[src/rtl/axis_crc_arbiter.sv]
// axis_crc_arbiter
//   Shares one byte-serial CRC-24 engine between two AXI-Stream requesters.
//   Whole frames are granted round-robin. The granted frame's payload is
//   forwarded to m_*, followed by the three CRC bytes, most significant first.
//
// Ports
//   clk, reset                  clock, synchronous active-high reset
//   s0_t* / s1_t*               requester byte streams (tdata, tvalid, tlast, tready)
//   m_tdata, m_tvalid, m_tlast  registered output stream; tlast marks the final CRC byte
//   m_tready                    downstream ready
//   m_tid                       granted port of the current byte (CRC_ARB_SRCID_EN only)
//
// Build option
//   CRC_ARB_SRCID_EN  adds the m_tid output
//
// state | meaning
// ------+---------------------------------------------------------
// IDLE  | no frame in progress; pick the next requester
// PASS  | forward granted payload bytes and fold them into the CRC
// CRC2  | emit crc[23:16]
// CRC1  | emit crc[15:8]
// CRC0  | emit crc[7:0] with m_tlast, then return to IDLE

module axis_crc_arbiter #(
  parameter logic [23:0] CRC_POLY = 24'h864CFB,
  parameter logic [23:0] CRC_INIT = 24'hB704CE
) (
  input  logic       clk,
  input  logic       reset,
  input  logic [7:0] s0_tdata,
  input  logic       s0_tvalid,
  input  logic       s0_tlast,
  output logic       s0_tready,
  input  logic [7:0] s1_tdata,
  input  logic       s1_tvalid,
  input  logic       s1_tlast,
  output logic       s1_tready,
  output logic [7:0] m_tdata,
  output logic       m_tvalid,
  output logic       m_tlast,
`ifdef CRC_ARB_SRCID_EN
  output logic       m_tid,
`endif
  input  logic       m_tready
);

  typedef enum logic [2:0] {IDLE, PASS, CRC2, CRC1, CRC0} state_t;

  state_t      state, state_nxt;
  logic        grant, grant_nxt;
  logic        last_grant, last_grant_nxt;
  logic [23:0] crc, crc_nxt;
  logic        slot_free;
  logic        sel_tvalid, sel_tlast;
  logic [7:0]  sel_tdata;
  logic        accept;
  logic        load;
  logic [7:0]  load_data;
  logic        load_last;

  // One byte through the serial CRC, MSB of the byte first.
  function automatic logic [23:0] crc_byte(input logic [23:0] c, input logic [7:0] d);
    logic [23:0] r;
    logic [7:0]  b;
    logic        fb;
    r = c;
    b = d;
    for (int k = 0; k < 8; k++) begin
      fb = r[23] ^ b[7];
      r  = {r[22:0], 1'b0} ^ (fb ? CRC_POLY : 24'h0);
      b  = {b[6:0], 1'b0};
    end
    return r;
  endfunction

  always_comb begin
    slot_free  = !m_tvalid || m_tready;
    sel_tvalid = grant ? s1_tvalid : s0_tvalid;
    sel_tlast  = grant ? s1_tlast  : s0_tlast;
    sel_tdata  = grant ? s1_tdata  : s0_tdata;
    accept     = (state == PASS) && sel_tvalid && slot_free;
    s0_tready  = (state == PASS) && !grant && slot_free;
    s1_tready  = (state == PASS) &&  grant && slot_free;

    state_nxt      = state;
    grant_nxt      = grant;
    last_grant_nxt = last_grant;
    crc_nxt        = crc;
    load           = 1'b0;
    load_data      = 8'h00;
    load_last      = 1'b0;

    case (state)
      IDLE: begin
        if (s0_tvalid || s1_tvalid) begin
          // Contention goes to the port that did not win last time.
          grant_nxt      = (s0_tvalid && s1_tvalid) ? !last_grant : s1_tvalid;
          last_grant_nxt = grant_nxt;
          crc_nxt        = CRC_INIT;
          state_nxt      = PASS;
        end
      end
      PASS: begin
        if (accept) begin
          load      = 1'b1;
          load_data = sel_tdata;
          crc_nxt   = crc_byte(crc, sel_tdata);
          if (sel_tlast) state_nxt = CRC2;
        end
      end
      CRC2: begin
        if (slot_free) begin
          load      = 1'b1;
          load_data = crc[23:16];
          state_nxt = CRC1;
        end
      end
      CRC1: begin
        if (slot_free) begin
          load      = 1'b1;
          load_data = crc[15:8];
          state_nxt = CRC0;
        end
      end
      CRC0: begin
        if (slot_free) begin
          load      = 1'b1;
          load_data = crc[7:0];
          load_last = 1'b1;
          state_nxt = IDLE;
        end
      end
      default: state_nxt = IDLE;
    endcase
  end

  always_ff @(posedge clk) begin
    if (reset) begin
      state      <= IDLE;
      grant      <= 1'b0;
      last_grant <= 1'b1;
      crc        <= CRC_INIT;
      m_tdata    <= 8'h00;
      m_tvalid   <= 1'b0;
      m_tlast    <= 1'b0;
    end else begin
      state      <= state_nxt;
      grant      <= grant_nxt;
      last_grant <= last_grant_nxt;
      crc        <= crc_nxt;
      // A load may replace a byte being taken on the same edge.
      if (load) begin
        m_tdata  <= load_data;
        m_tvalid <= 1'b1;
        m_tlast  <= load_last;
      end else if (m_tready) begin
        m_tvalid <= 1'b0;
        m_tlast  <= 1'b0;
      end
    end
  end

`ifdef CRC_ARB_SRCID_EN
  always_ff @(posedge clk) begin
    if (reset)     m_tid <= 1'b0;
    else if (load) m_tid <= grant;
  end
`endif

endmodule
[config.mk]
export PLATFORM = sky130hd
export DESIGN_NAME = axis_crc_arbiter
export DESIGN_NICKNAME = d
export VERILOG_FILES = /design/src/rtl/axis_crc_arbiter.sv
export SDC_FILE = /design/constraint.sdc
export NUM_CORES = 1
export LEC_CHECK = 0
export ABC_CLOCK_PERIOD_IN_PS = 2400
export BUFFER_PORTS_ARGS = -buffer_cell sky130_fd_sc_hd__buf_2
export CORE_ASPECT_RATIO = 1.5
export CORE_MARGIN = 10
export CORE_UTILIZATION = 44
export DETAILED_ROUTE_END_ITERATION = 10
export PLACE_DENSITY = 0.7
export SLEW_MARGIN = 20
export SYNTH_ARGS = -nofsm -noshare
export SYNTH_HDL_FRONTEND = slang
export SYNTH_SLANG_ARGS = --single-unit
[constraint.sdc]
create_clock -name clk -period 2.4 [get_ports clk]
set_input_delay 0 -clock clk [delete_from_list [all_inputs] [get_ports clk]]
set_output_delay 0 -clock clk [all_outputs]
set_load 0.01 [all_outputs]
==> flow_summary.yaml <==
timing:
  rsz0062_at_grt: "no"
  worst_pin_slew_ns: 0.571
  setup_violations: 0
  fin_tns_setup_ns: 0
  relSlewSlack_pct: 61.9
  hold_viol_final: 0
  finalCritPeriodShare_pct: 92.9
  finClkSkew_ns: 0.00407
  max_freq_ghz: 0.449
  drv_slew: 0
  holdWs_ns: 0.0213
  period_minus_slack_ns: 2.23
cts:
  clk_latency_ns: 0.29
  holdBufCountCts: 0
  cts_sinks: 39
  ctsResizeCount: 0
  cts_setup_buffers: 0
  cts-root-buf: "clkbuf_8"
  cts_max_path_buffers: 2
  cts_tree: "yes"
  cts_buffers: 5
  path_clk_slew_ns: 0.08
  cts.htree.levels: 2
global_route:
  antenna_found_initial: 0
  track_usage_pct: 15.2
  grt_pass1_vias: 2154
  grt_max_degree: 32
  overflow: 0
  grt_pass1_wl_mm: 11.0
synthesis:
  syn-num-nets: 284
  ys_warn_count: 0
  syn_inst: 261
  synth_top_area_cell: "dfxtp_1"
  synth_area_mm2: 0.00254
  synth_edf_count: 0
  postSynthAreaPerCell_um2: 9.72
  synthArstFlopShare_pct: 0
  ys_types: 43
  synth_seq_cells: 39
  synthFlopType: "dfxtp_1"
  ys_top_cells_by_area: "dfxtp_1 (31%), xnor2_1 (10%), mux2i_1 (3.9%)"
  synth_top_area_share_pct: 30.8
  seq_area_frac_synth_pct: 30.8
final_layout:
  area_growth_pct: 17.6
  post-route-util_pct: 53.9
  final_area_mm2: 0.00298
  nNetsFinal: 327
  register_area_um2: 781
  diodes: 0
  multiInputGateArea_mm2: 0.00167
  final_layout_size_suffix_gt1_share_pct: 27.5
  fillers: 507
route:
  drtIter0Drc: 192
  drc_errors: 0
  wire_per_inst_um: 17.6
  vias: 2039
  avgViaCountPerCell: 5.44
  ant_nets: 0
  drt_pass1_iterations: 4
  wirelength_mm: 6.62
setup_path:
  cp.arrival_ns: 2.42
  cp_max_fo: 5
  reg2reg_slack_ns: 0.17
  worstPathRequired_ns: 2.59
  worstRegToRegCells: 7
  path_class: "flop to flop"
  r2r-start: "grant"
  worstSetupStartpointType: "flop"
  crit_path_end_kind: "flop"
  r2r_end: "crc[3]"
placed_design:
  place_area_mm2: 0.00285
  portBuffers: 34
  place_congestion: 0.920
  dp_hpwl_mm: 5.06
floorplan:
  ios: 35
  die_y_um: 113
  chipWidth_um: 82.0
  start_util_pct: 45.8
  num_rows: 33
  die_area_mm2: 0.00926
  core_area_mm2: 0.00553
power_and_ir_drop:
  intPower_uw: 2400
  ir_drop_mv: 0.472
  p_leak_uw: 0.00121
  power_per_cell_area_mw_per_mm2: 1320
  pwr-share-clk_pct: 16.8
  p_comb_share_pct: 59.0
  p_switching_uw: 1540
  total_power_uw: 3940
  pwr-share-seq_pct: 24.2
  switching_share_pct: 39.2
worst_hold_path:
  holdPathEnd: "m_tlast"
  holdPathStages: 4
  hold_class: "input pin to flop"
  hp-start: "m_tready"
status:
  outcome: "completed"
job:
  drv_cap: 0
-- synth_stat cells (3+ instances only) --
library cell / n
nor2_1: 26
xnor2_2: 6
mux2i_1: 10
xnor3_1: 3
dfxtp_1: 39
nor3_1: 3
o21ai_0: 13
a222oi_1: 5
a22oi_1: 7
clkbuf_1: 12
xor2_2: 3
xor2_4: 3
mux2_4: 3
o22ai_1: 5
xor2_1: 11
nand2b_1: 11
a21oi_1: 16
xnor2_1: 29
a22o_1: 6
a2bb2oi_1: 3
nand2_1: 18
-- sequential cells by signal, summed over array words and instances, names as in the netlist --
register	flops
m_tvalid	1
crc	24
m_tdata	8
last_grant	1
grant	1
m_tlast	1
state	3
-- worst max path at each step --
stage | slack, ns | start | to | cells after the start
after CTS | 0.14 | grant | crc[9] | 7
final | 0.17 | grant | crc[3] | 7
after global routing | 0.04 | grant | crc[9] | 7
after global placement | 0.18 | grant | crc[9] | 7
after floorplan | 0.22 | grant | crc[3] | 7
after detailed placement | 0.17 | grant | crc[3] | 7
-- final cells by class --
| type | count | share of cell area (%) |
|---|---|---|
| clock buffer | 5 | 2.31 |
| clock inverter | 3 | 2.27 |
| inverter | 2 | 0.252 |
| multi-input combinational | 205 | 56.1 |
| sequential | 39 | 26.2 |
| tap | 70 | 2.94 |
| timing repair buffer | 51 | 9.99 |
-- layer usage --
layer	vias up	part of all wire [%]	global-route usage (%)
li1	996	-	-
met4	0	2.4	5.58
met1	984	38	16.3
met5	-	0	0
met2	43	55	27.5
met3	16	4.6	3.41
-- power groups by stage --
stage	Sequential (uW)	Clock [uW]	Combinational [uW]
6_report	954	661	2330
3_3_place_gp	962	0	2300
5_1_grt	978	698	2520
2_1_floorplan	944	0	1810
3_5_place_dp	970	0	2310
4_1_cts	954	673	2340
-- critical path, cell delays in order, from the launching register on --
cell     delay (ns)
dfxtp_1        0.33
buf_4          0.13
mux2_4         0.33
xor2_4         0.27
xnor3_2        0.44
xnor3_1        0.40
xor2_1         0.16
a21oi_1        0.08
-- cells in the final DEF (no fill, tap or decap), drive strengths merged, types with 2 or more instances in the layout --
master   instances
a21oi           16
o22ai            5
a2bb2oi          3
nand2           18
inv              2
nor2            26
mux2             5
o21ai           14
nand3            2
clkbuf           5
buf             51
a22o             6
nor2b            2
nor3b            2
a22oi            7
mux2i           13
bufinv           2
dfxtp           39
xnor3            5
xor2            17
a211oi           2
a222oi           5
nor3             3
xnor2           36
nand2b          11
-- through the flow --
stage               instances  setup slack, ns
floorplan                 261            0.221
global placement          367            0.177
detailed placement        367            0.166
CTS                       375            0.144
global route              375           0.0403
finish                    375            0.171
-- cell families after synthesis --
logic type             share of synthesized area (%)
buffers and inverters                           3.30
flip-flops                                      30.8
AND/OR/NAND/NOR                                 12.3
AO/OA/AOI/OAI                                   16.2
XOR/XNOR                                        28.5
multiplexers                                    8.93
No activity file was read; power rests on OpenSTA's default activity.
